$ cat src/rtl/disp_param_sched.sv
// Display parameter scheduler: chooses which camera parameter the seven-segment controller shows.
// Optional output clamp to decodable codes is enabled with `define DISP_PARAM_CLAMP_EN.
module disp_param_sched #(
  parameter int unsigned DWELL_CYCLES = 50_000_000,
  parameter int unsigned HOLD_CYCLES  = 100_000_000,
  parameter int unsigned CNT_W        = 27
) (
  input  logic       clk,
  input  logic       rstn,
  input  logic [3:0] iso_value,
  input  logic [3:0] shutter_value,
  input  logic [3:0] focal_value,
  input  logic [2:0] indicator_value,
  input  logic       btn_next,
  input  logic       auto_en,
  output logic [3:0] display_value,
  output logic [1:0] display_select,
  output logic       override_active
);

  typedef enum logic [0:0] {StBase, StOvr} state_e;

  localparam logic [CNT_W-1:0] DwellLast = CNT_W'(DWELL_CYCLES - 1);
  localparam logic [CNT_W-1:0] HoldLast  = CNT_W'(HOLD_CYCLES - 1);

  state_e           state_q, state_d;
  logic [1:0]       base_sel_q, base_sel_d;
  logic [1:0]       ovr_sel_q, ovr_sel_d;
  logic [CNT_W-1:0] cnt_q, cnt_d;
  logic [3:0]       iso_q, shutter_q, focal_q;
  logic [2:0]       indicator_q;
  logic             prime_q;
  logic             auto_en_q;

  logic [3:0]       chg;
  logic             any_chg;
  logic [1:0]       chg_idx;
  logic [1:0]       show_sel;
  logic [3:0]       raw_val;
  logic [3:0]       show_val;

  // Shadows hold last cycle's inputs; nothing is compared until they have been primed.
  always_comb begin
    chg = 4'b0000;
    if (prime_q) begin
      chg[0] = iso_value != iso_q;
      chg[1] = shutter_value != shutter_q;
      chg[2] = focal_value != focal_q;
      chg[3] = indicator_value != indicator_q;
    end
    any_chg = |chg;
    if (chg[0]) begin
      chg_idx = 2'd0;
    end else if (chg[1]) begin
      chg_idx = 2'd1;
    end else if (chg[2]) begin
      chg_idx = 2'd2;
    end else begin
      chg_idx = 2'd3;
    end
  end

  always_comb begin
    state_d    = state_q;
    base_sel_d = base_sel_q;
    ovr_sel_d  = ovr_sel_q;
    cnt_d      = cnt_q;
    if (prime_q) begin
      case (state_q)
        StBase: begin
          // The button still advances the base selection when a change override wins.
          if (btn_next) begin
            base_sel_d = base_sel_q + 2'd1;
          end
          if (any_chg) begin
            state_d   = StOvr;
            ovr_sel_d = chg_idx;
            cnt_d     = '0;
          end else if (btn_next || !auto_en || (auto_en != auto_en_q)) begin
            cnt_d = '0;
          end else if (cnt_q == DwellLast) begin
            base_sel_d = base_sel_q + 2'd1;
            cnt_d      = '0;
          end else begin
            cnt_d = cnt_q + 1'b1;
          end
        end
        StOvr: begin
          if (any_chg) begin
            ovr_sel_d = chg_idx;
            cnt_d     = '0;
          end else if (btn_next) begin
            state_d    = StBase;
            base_sel_d = base_sel_q + 2'd1;
            cnt_d      = '0;
          end else if (cnt_q == HoldLast) begin
            state_d = StBase;
            cnt_d   = '0;
          end else begin
            cnt_d = cnt_q + 1'b1;
          end
        end
        default: begin
          state_d = StBase;
          cnt_d   = '0;
        end
      endcase
    end
  end

  // Outputs are registered from the next selection so they trail a change by one clock.
  always_comb begin
    show_sel = (state_d == StOvr) ? ovr_sel_d : base_sel_d;
    case (show_sel)
      2'd0:    raw_val = iso_value;
      2'd1:    raw_val = shutter_value;
      2'd2:    raw_val = focal_value;
      default: raw_val = {1'b0, indicator_value};
    endcase
    show_val = raw_val;
`ifdef DISP_PARAM_CLAMP_EN
    case (show_sel)
      2'd0:    if (raw_val == 4'd15) show_val = 4'd14;
      2'd2:    if (raw_val >= 4'd12) show_val = 4'd11;
      2'd3:    if (raw_val >= 4'd6)  show_val = 4'd5;
      default: show_val = raw_val;
    endcase
`endif
  end

  always_ff @(posedge clk or negedge rstn) begin
    if (!rstn) begin
      state_q         <= StBase;
      base_sel_q      <= 2'd0;
      ovr_sel_q       <= 2'd0;
      cnt_q           <= '0;
      iso_q           <= 4'd0;
      shutter_q       <= 4'd0;
      focal_q         <= 4'd0;
      indicator_q     <= 3'd0;
      prime_q         <= 1'b0;
      auto_en_q       <= 1'b0;
      display_value   <= 4'd0;
      display_select  <= 2'd0;
      override_active <= 1'b0;
    end else begin
      state_q         <= state_d;
      base_sel_q      <= base_sel_d;
      ovr_sel_q       <= ovr_sel_d;
      cnt_q           <= cnt_d;
      iso_q           <= iso_value;
      shutter_q       <= shutter_value;
      focal_q         <= focal_value;
      indicator_q     <= indicator_value;
      prime_q         <= 1'b1;
      auto_en_q       <= auto_en;
      display_value   <= show_val;
      display_select  <= show_sel;
      override_active <= (state_d == StOvr);
    end
  end

endmodule

$ cat config.mk
export PLATFORM = sky130hd
export DESIGN_NAME = disp_param_sched
export DESIGN_NICKNAME = d
export VERILOG_FILES = /design/src/rtl/disp_param_sched.sv
export SDC_FILE = /design/constraint.sdc
export NUM_CORES = 1
export LEC_CHECK = 0
export BUFFER_PORTS_ARGS = -buffer_cell sky130_fd_sc_hd__buf_2
export CORE_MARGIN = 4
export CORE_UTILIZATION = 65
export CTS_BUF_LIST = sky130_fd_sc_hd__clkbuf_8
export CTS_CLUSTER_DIAMETER = 50
export DETAILED_ROUTE_END_ITERATION = 7
export GPL_TIMING_DRIVEN = 0
export PLACE_DENSITY = 0.84
export SYNTH_ARGS = -nofsm -noshare
export SYNTH_HDL_FRONTEND = slang
export SYNTH_SLANG_ARGS = --single-unit
$ cat constraint.sdc
create_clock -name clk -period 6.76 [get_ports clk]
set_clock_uncertainty 0.05 [all_clocks]
set_input_delay 1.014 -clock clk [delete_from_list [all_inputs] [get_ports clk]]
set_output_delay 1.014 -clock clk [all_outputs]
set_load 0.02 [all_outputs]
; ---- Word level (Yosys, flattened, before mapping)
; Index checks and enable logic that the tools add are counted.
[op_classes]
n_addsub = 2
mul = 0
div_mod_pow = 0
magnitude_cmp = 0
n_eq_ne = 9
n_shift = 0
muxes = 28
n_bitwise = 1
n_reduce_logical = 5
[ops]
columns = operator, count
row1 = $mux 27, 6
row2 = $pmux 27 s2, 1
row3 = $add 27x1->27 const B, 1
row4 = $eq 27x26->1 const B, 1
row5 = $eq 27x27->1 const B, 1
row6 = $mux 2, 11
row7 = $ne 4x4->1, 3
row8 = $pmux 4 s3, 1
row9 = $mux 1, 6
row10 = $mux 4, 1
row11 = $pmux 2 s2, 1
row12 = $reduce_or 4->1, 1
row13 = $ne 3x3->1, 1
row14 = $add 2x1->2 const B, 1
row15 = $eq 2x1->1 const B, 1
row16 = $eq 2x2->1 const B, 1
row17 = $logic_not 2->1, 1
row18 = $logic_or 1x1->1, 2
row19 = $pmux 1 s2, 1
row20 = $logic_not 1->1, 1
row21 = $ne 1x1->1, 1
row22 = $not 1->1, 1
[totals]
ff_bits = 55
latchBits = 0
ramBits = 0
mem_bits_ro = 0
in_bits = 19
out_inout_bits = 7
word_cells = 57
memories = 0

; ---- Depth between registers and ports, before layout
; Gate-level depths: netlist of the first run.
[logic_depth]
depth_word = 10
ltp_mapped = 10
ltp_nobuf = 9

; ---- Worst setup path before layout of the first run
; No wires, ideal clock.
[synth_timing]
path_type = input -> register
start = in focal_value[1]
end = reg display_value[0]
setup_time_ns = 0.126
t_arrival_ns = 2.820
path_slack_ns = 3.764
path_stages = 8
cell_sequence = xor2_1 > nor4_2 > nand4_2 > nor4_2 > o32ai_2 > mux2i_4 > mux2i_1 > mux2i_1
[synth_via]
word_cells_on_any_way = 21
classes_between = eq/ne: 3 / mux: 16 / reduce/logical: 2
[synth_lines]
columns = element, line
row1 = start: declaration, 12  ; input logic [3:0] focal_value,
row2 = $ne 4x4->1 (*), 48  ; chg[2] = focal_value != focal_q;
row3 = $mux 4 (*), 45  ; if (prime_q) begin
row4 = $reduce_or 4->1 (*), 51  ; any_chg = |chg;
row5 = $mux 2 (on tied branches), "89, 75"
row6 = $pmux 2 s2 (*), 69  ; case (state_q)
row7 = $mux 2 (*), 68  ; if (prime_q) begin
row8 = net base_sel_d[1], 27  ; logic [1:0] base_sel_q, base_sel_d;
row9 = $mux 2 (*), 113  ; show_sel = (state_d == StOvr) ? ovr_sel_d : base_sel_d;
row10 = "$eq 2x2->1, or another cell as far along", 114  ; case (show_sel)
row11 = $pmux 4 s3 (*), 114
row12 = net raw_val[0], 39  ; logic [3:0] raw_val;
row13 = end signal: assignment, 157  ; display_value <= show_val;
row14 = end: declaration, 16  ; output logic [3:0] display_value,
; Mark *: on every way through the listed nets, which the timed path passes. The rest lies on a longest branch.
; A chain may end at the register's enable or synchronous reset.

; ---- Final worst setup path of the first run
[layout_timing]
start = in iso_value[3]
end = reg display_value[2]
[layout_via]
elab_chain_len = 9
word_cells_on_any_way = 19
classes_between = eq/ne: 3 / mux: 14 / reduce/logical: 2
[layout_lines]
columns = element, line
row1 = start: declaration, 10  ; input logic [3:0] iso_value,
row2 = $ne 4x4->1 (*), 46  ; chg[0] = iso_value != iso_q;
row3 = $mux 4 (*), 45
row4 = $reduce_or 4->1 (*), 51
row5 = $mux 2 (on tied branches), "89, 75"
row6 = $pmux 2 s2 (*), 69
row7 = $mux 2 (*), 68
row8 = net base_sel_d[1], 27
row9 = $mux 2 (*), 113
row10 = "$eq 2x2->1, or another cell as far along", 114
row11 = $pmux 4 s3 (*), 114
row12 = net raw_val[2], 39
; Marked as above.

==> results.txt, run 1 <==
- Post-cts hold buffer count: 0
* Via count: 1980
* Synthesized instance count: 254
- Post-synthesis xor/xnor area fraction: 10.1%
- Category of the worst setup path launch point: input pin
* Number of cells upsized or downsized after cts: 0
* #FFs+latches synth: 55
* Number of buffers on the longest clock path: 2
- The number of antenna diodes in the final layout is 0.
- Worst hold slack across all endpoints: 0.484 ns
- After global routing the overflow that remains totals 0.
- Along the worst path, the maximum fanout reaches 9.
- HP Start: cnt_q[3]$_DFFE_PN0P_
- CP startpoint: iso_value[3]
* Number of buffer cells added on primary ports: 25
- The flow ran to the end, and the final reports show no timing, DRC or antenna violations.
- Post-synthesis simple-gate area fraction: 22.3%
* Type of destination of the critical path: register
- Clock tree from TritonCTS: done
- Post-layout power: 630 µW
- Leading register cell type out of synthesis: sky130_fd_sc_hd__dfrtp_1
* First-pass GRT wire length: 9170 µm
* Pwr/cell area: 212 nW/µm²
* Die Span Y: 72.5 µm
* Final setup viols: 0
* Leakage dissipation: 0.00130 µW
- The cell sitting at the root of the clock tree is a sky130_fd_sc_hd__clkbuf_8.
- Worst endpoint required time: 6.89 ns
* Remaining antenna violation count: 0
- In the final routed layout, each cell accounts on average for 15.4 µm.
* Post-detailed-placement half-perimeter wirelength: 3740 µm
- After clock tree synthesis, the clock-pin slew on the worst setup and hold paths is 0.10 ns.
- Clock latency on the worst-skew pair, taken at its later pin, is 0.30 ns.
- The final critical path takes up 47.2% of the cycle.
- Compound-gate portion of the synthesized area: 8.90%
- Counting flops with an async set or reset pin after synthesis yields a share of 100%.
- When the netlist entered floorplanning its net count stood at 274.
- The commonest cells after synthesis are sky130_fd_sc_hd__dfrtp_1 (55), sky130_fd_sc_hd__xor2_1 (25), sky130_fd_sc_hd__nor2_1 (23).
- Mapped cell area: 2700 µm²
* Pin count of the biggest net entering global routing: 56
* Area of the die: 5250 µm²
- The synthesized design devotes to its leading area cell type 51.0% of total area.
- The final count of hold timing violations was 0.
* Initial standard-cell utilization of the core: 67.5%
- I/O pin cnt: 26
- Counting flops with a built-in enable in the synthesized netlist gives 0.
- The critical path is of the in2reg type.
- Of the post-synthesis cell area, the part taken by muxes is 5.33%.
- The clock period could shrink to 3.19 ns.
- Leading post-synthesis cells by cell area: sky130_fd_sc_hd__dfrtp_1 (51%), sky130_fd_sc_hd__xor2_1 (8.1%), sky130_fd_sc_hd__mux2i_1 (4.1%)
- Initial antenna violation count: 0
- For the pin with the worst max-slew slack, the measured transition is 1.18 ns.
- Number of vias per cell after detailed routing: 5.88
- Total Routing Usage GR: 22.1%
- Via count of the first global-routing pass: 1954
* Routability Congestion: 0.820
- Synth-to-layout area growth: 10.2%
- Largest family of logic cells by synthesized area: simple AND/OR/NAND/NOR gates
- The worst-case IR drop observed on VDD is 149 µV.
* Core region area: 4000 µm²
- At the end of the flow, the number of nets in the layout was 306.
- Static timing analysis puts the maximum clock frequency at 313 MHz.
- The number of different library cells used by synthesis comes to 49.
* Number of DRC markers after the initial detailed-route iteration: 160
* Adder-cell area share of the yosys netlist: 0.463%
- Total Negative Setup Slacks: 0 ns
* Max Cap Viol: 0
- The first detailed-routing pass ran for 4 iterations.
- Die outline width: 72.5 µm
* Arrival time at the worst endpoint: 3.33 ns
- Tightest Hold Check Type: reg2reg
- For this run, design rule violations remaining after detail routing come to 0.
- Layout cell share with drive strength beyond 1: 18.5%
* Clock sink count: 55
* Count leader, synth: sky130_fd_sc_hd__dfrtp_1
* Unrepaired setup endpoints after global routing: no
* Post-synth top area cell: sky130_fd_sc_hd__dfrtp_1
- For this block, the routed nets add up to 5180 µm of wire.
- In this run, CTS created clock tree buffers numbering 5.
* Cell row count: 23
- The Yosys step of the flow raised 0 warnings.
* Rel. slew slack: 21.2%
- The worst register-to-register path has a setup slack of 3.97 ns.
- After synthesis, flip-flops and latches occupy 51.0% of the total area.
- Final-report max-slew violation count: 0
- Synthesized area per cell: 10.6 µm²
* Buffers inserted during post-CTS setup optimization: 0
- In this run the number of H-tree levels came out at 2.
- In this run the critical register-to-register path is launched from iso_q[3]$_DFF_PN0_.
routing by layer:
metal	vias up	global-route usage, %	share of wire (%)
met2	34	34.9	49
met1	983	32.6	47
met5	-	0	0
met3	6	2.91	3.1
li1	957	-	-
met4	0	5.53	0.93
worst max-delay path, stage by stage:
cell	delay, ns
sky130_fd_sc_hd__buf_2	0.12
sky130_fd_sc_hd__xor2_1	0.15
sky130_fd_sc_hd__nor4_2	0.47
sky130_fd_sc_hd__nand4_2	0.26
sky130_fd_sc_hd__nor4_2	0.39
sky130_fd_sc_hd__o32ai_2	0.15
sky130_fd_sc_hd__mux2i_4	0.41
sky130_fd_sc_hd__mux2i_1	0.25
sky130_fd_sc_hd__mux2i_1	0.10
cell families (layout without fill, tap and decap cells):
| family | after synthesis | count (layout) |
|---|---|---|
| AO/OA/AOI/OAI | 36 | 36 |
| AND/OR/NAND/NOR | 106 | 106 |
| adder cells (fa/ha/maj) | 1 | 1 |
| XOR/XNOR | 31 | 31 |
| multiplexers | 13 | 13 |
| flip-flops | 55 | 55 |
| buffers and inverters | 11 | 44 |
| other | 1 | 1 |
report_power, final:
part | switching (µW) | leakage (µW) | internal [µW] | total, µW
registers | 12.0 | 0.000706 | 347 | 359
logic | 57.1 | 0.000556 | 35.9 | 93.0
clock network | 106 | 0.0000402 | 72.3 | 178
total | 175 | 0.00130 | 455 | 630
worst paths after layout:
path / endpoint / depth (start not counted)
setup / recovery: display_value[2]$_DFF_PN0_ / 9
hold / removal: cnt_q[3]$_DFFE_PN0P_ / 1
setup reg to reg: display_value[2]$_DFF_PN0_ / 8
hold reg to reg: cnt_q[3]$_DFFE_PN0P_ / 1
max in group asynchronous: indicator_q[1]$_DFF_PN0_ / 1
min in group asynchronous: display_select[1]$_DFF_PN0_ / 1
through the flow:
step	std cells	worst slack (ns)	utilization, %	area, µm²
after floorplan	254	3.76	-	2700
after global placement	329	3.37	72.2	2890
after detailed placement	329	3.28	72.2	2890
after CTS	337	3.59	74.4	2980
after global routing	337	3.39	74.4	2980
final	337	3.57	74.4	2980
cell usage in the layout, fill, tap and decap left out, types with 3 or more instances in the layout:
cell type	synthesis	final
sky130_fd_sc_hd__nand3_1	13	13
sky130_fd_sc_hd__nand2b_1	3	3
sky130_fd_sc_hd__buf_2	0	25
sky130_fd_sc_hd__nand2_1	20	20
sky130_fd_sc_hd__nor2_1	23	23
sky130_fd_sc_hd__dfrtp_1	55	55
sky130_fd_sc_hd__mux2i_1	11	11
sky130_fd_sc_hd__or2_2	3	3
sky130_fd_sc_hd__o31ai_1	3	3
sky130_fd_sc_hd__inv_1	4	4
sky130_fd_sc_hd__xnor2_1	6	6
sky130_fd_sc_hd__o21ai_0	11	11
sky130_fd_sc_hd__nor4_2	5	5
sky130_fd_sc_hd__o2bb2ai_1	3	3
sky130_fd_sc_hd__xor2_1	25	25
sky130_fd_sc_hd__nand4_1	5	5
sky130_fd_sc_hd__a21oi_1	10	10
sky130_fd_sc_hd__nor3_1	6	6
sky130_fd_sc_hd__nor4_1	3	3
sky130_fd_sc_hd__clkbuf_8	0	5
sky130_fd_sc_hd__clkbuf_1	6	6
sky130_fd_sc_hd__or3_1	4	4
sky130_fd_sc_hd__and3_1	4	4
state kept, by name (all words and copies together) (netlist names), 3 cells and up:
name,cells
shutter_q,4
display_value,4
focal_q,4
indicator_q,3
iso_q,4
cnt_q,27
area by class of cell:
type,count,area [µm²]
buffer,7,33.8
clock buffer,5,68.8
clock inverter,3,20.0
fill,272,1020
inverter,4,15.0
multi-input combinational,188,1270
sequential,55,1380
tap,50,62.6
timing repair buffer,25,125
(Power assumes the default switching activity.)
==> inputs of run 2 (changes only) <==
Settings changed: ABC_AREA set to 1, CORE_UTILIZATION 65 to 56, PLACE_DENSITY 0.84 to 0.76.
Clock period 6.76 ns to 2.8 ns, I/O delays scaled along.
==> results.txt, run 2 <==
- Post-cts hold buffer count: 0
- After synthesis, the share of flip-flops with an asynchronous set or reset is 100%.
- The first global-routing pass estimated 12000 µm of wire.
* Number of flip-flops under the largest register name: 27
- CP Max Fanout: 8
- Among all stages on the critical path, the largest delay is contributed by sky130_fd_sc_hd__dfrtp_1.
- Layout net count: 487
- The tightest min-delay check is of the in2async type.
- Arrival time at the worst endpoint: 2.43 ns
- For this run the aggregate overflow at the end of global routing stands at 0.
- Maximum vdd ir drop: 237 µV
- Synthesized instance count: 435
* Post-synth top area cell: sky130_fd_sc_hd__dfrtp_1
* I/O pin cnt: 26
* Buffers inserted during post-CTS setup optimization: 0
* Clock tree from TritonCTS: done
- Critical path type: reg2reg
- The die covers 7030 µm².
- Unrepaired setup endpoints after global routing: no
- The number of antenna diodes in the final layout is 0.
* Synth-to-layout area growth: 9.47%
- Post-layout power: 1530 µW
- Leading register cell type out of synthesis: sky130_fd_sc_hd__dfrtp_1
- Yosys instantiated no cell more often than sky130_fd_sc_hd__nand2_1.
- Hold is met by 0.0940 ns.
- Post-DR wirelength/cell: 12.3 µm
- Routability Congestion: 0.864
- Once layout is complete, the utilization of the core stands at 63.7%.
- The run finished with clean final reports.
- Leaving out fill and tap cells, the most frequent cell in the layout is sky130_fd_sc_hd__nand2_1.
- Total Negative Setup Slacks: 0 ns
- Shortest clock period the worst path allows after layout: 2.27 ns
* Pin count of the biggest net entering global routing: 56
- After synthesis, the netlist uses 40 different library cells.
- Register name with the most flops: cnt_q
* Total Routing Usage GR: 20.4%
* Via count of the first global-routing pass: 2707
* Fill cell instance count of the final layout: 481
* Type of destination of the critical path: register
- Via count: 2772
- Highest Signal Layer: met4
- Actual slew at the worst max-slew pin: 0.677 ns
- Clock Latency Late Sink: 0.31 ns
- Post-synthesis sequential area ratio: 42.7%
- The synthesized netlist occupies a cell area of 3220 µm².
- Yosys mapped a number of flops with a built-in enable equal to 0.
- Measured against its own limit, the worst slew margin works out to 54.8%.
- For this design the static power due to leakage is 0.00185 µW.
- After synthesis, the mean cell area works out to 7.41 µm².
- The tool flagged a number of max-cap violations equal to 0.
* Category of the worst setup path launch point: register
- DRT Wirelength: 6630 µm
- Final setup viols: 0
- Area fraction of the dominant cell type after synthesis: 42.7%
- Largest stage delay on the critical path: 0.39 ns
* Number of cells upsized or downsized after cts: 0
- The clock passes through at most 2 buffers.
- Crit share post-route: 81.0%
- Number of vias per cell after detailed routing: 5.14
- The count of final max-slew check failures was 0.
- Number of buffer cells added on primary ports: 25
* Core region area: 5540 µm²
- The first detailed-routing pass took 5 iterations.
- Crit-path cells: ha_1 -> nand2_1 -> nor2_2 -> nand2_1 -> nor2_2 -> nand2_2 -> clkinv_2 -> nand3_2 -> a31oi_1 -> nor2_4 -> nor2_4 -> inv_2 -> nand2_1 -> inv_1
- Clock transition at the registers of the reported paths: 0.10 ns
* Die outline width: 83.9 µm
- The detailed router put a total of 3240 µm of wire on met1.
* Yosys warnings: 0
* Clock root buffer: sky130_fd_sc_hd__clkbuf_8
* Layout cell share with drive strength beyond 1: 15.6%
- In the layout the commonest cells are sky130_fd_sc_hd__nand2_1 (110), sky130_fd_sc_hd__inv_1 (74), sky130_fd_sc_hd__dfrtp_1 (55), sky130_fd_sc_hd__nor2_1 (49), sky130_fd_sc_hd__nand3_1 (32).
* Initial standard-cell utilization of the core: 58.2%
- In this run the remaining antenna-violating nets after routing total 0.
* Post-synth net total: 455
* Die Span Y: 83.9 µm
* Initial antenna violation count: 0
* Post-detailed-placement half-perimeter wirelength: 5020 µm
- Clock sink count: 55
- Remaining design rule violation count: 0
* Met2 WL: 3050 µm
* Leading post-synthesis cells by cell area: sky130_fd_sc_hd__dfrtp_1 (43%), sky130_fd_sc_hd__nand2_1 (13%), sky130_fd_sc_hd__inv_1 (8.6%)
* Routed length on met3: 297 µm
- The clock tree synthesis step divided the H-tree into 2 levels.
- Number of DRC markers after the initial detailed-route iteration: 172
- For this run, the top clock speed supported by timing is 441 MHz.
- The cell that appears most often on the critical path is sky130_fd_sc_hd__nand2_1.
* Pwr/cell area: 434 nW/µm²
* #FFs+latches synth: 55
- The final count of hold timing violations came to 0.
- TritonCTS created 5 clock buffers.
- Ranked by instance count, the synthesized netlist is headed by sky130_fd_sc_hd__nand2_1 (110), sky130_fd_sc_hd__inv_1 (74), sky130_fd_sc_hd__dfrtp_1 (55).
- Worst endpoint required time: 2.96 ns
- Cell row count: 27
-- run 2: cell count changes after synthesis, sizes merged, moves of 11 or more --
cell,change
inv,+75
mux2i,-12
nand2,+101
nand3,+23
nand4,+11
nor2,+36
xor2,-16
-- run 2: routing by layer --
| layer | vias up | track usage [%] |
|---|---|---|
| li1 | 1418 | - |
| met1 | 1297 | 29.1 |
| met2 | 52 | 32.7 |
| met3 | 5 | 3.46 |
| met4 | 0 | 4.39 |
| met5 | - | 0 |
-- run 2: kinds of logic after synthesis --
| kind of cell | after synthesis | share of synthesized area (%) |
|---|---|---|
| AO/OA/AOI/OAI | 25 | 4.31 |
| XOR/XNOR | 14 | 3.80 |
| adder cells (fa/ha/maj) | 1 | 0.388 |
| buffers and inverters | 85 | 10.3 |
| flip-flops | 55 | 42.7 |
| other | 1 | 0.116 |
| AND/OR/NAND/NOR | 254 | 38.4 |
-- run 2: area by class of cell --
type	instances	area (µm²)	share of cell area, %
Inverter	80	302	8.55
Clock buffer	6	82.6	2.34
Clock inverter	1	5.00	0.142
Sequential cell	55	1380	39.0
Buffer	5	31.3	0.887
Multi-Input combinational cell	295	1510	42.9
Timing Repair Buffer	25	128	3.62
Tap cell	72	90.1	2.55
-- run 2: where the power goes --
part | switching, µW | internal [µW] | total [µW]
Sequential | 18.0 | 830 | 848
Combinational | 158 | 77.7 | 236
Clock | 254 | 195 | 449
Total | 430 | 1100 | 1530
-- run 2: worst paths after layout --
kind                                  startpoint                    end  slack (ns)  depth (start not counted)
min in group clk                         auto_en    auto_en_q$_DFF_PN0_        0.18                          1
max in group asynchronous                   rstn   cnt_q[0]$_DFFE_PN0P_        2.15                          1
hold / removal                              rstn   cnt_q[9]$_DFFE_PN0P_        0.09                          1
hold reg to reg            cnt_q[23]$_DFFE_PN0P_  cnt_q[23]$_DFFE_PN0P_        0.45                          2
setup / recovery            cnt_q[1]$_DFFE_PN0P_  cnt_q[18]$_DFFE_PN0P_        0.53                         14
setup reg to reg            cnt_q[1]$_DFFE_PN0P_  cnt_q[18]$_DFFE_PN0P_        0.53                         14
-- run 2: worst max-delay path: cells and delay by family, from the launching register on --
| family | cells | cell delay (ns) |
|---|---|---|
| compound gates | 1 | 0.29 |
| fa+ha+maj | 1 | 0.20 |
| buf+inv | 3 | 0.25 |
| flops | 1 | 0.39 |
| simple gates | 9 | 0.98 |
-- run 2: through the flow --
stage	setup WS, ns	cells	instance area (µm²)
4_1_cts	0.536	539	3530
3_3_place_gp	0.602	532	3440
5_1_grt	0.331	539	3530
6_report	0.531	539	3530
3_5_place_dp	0.558	532	3440
2_1_floorplan	0.861	435	3220
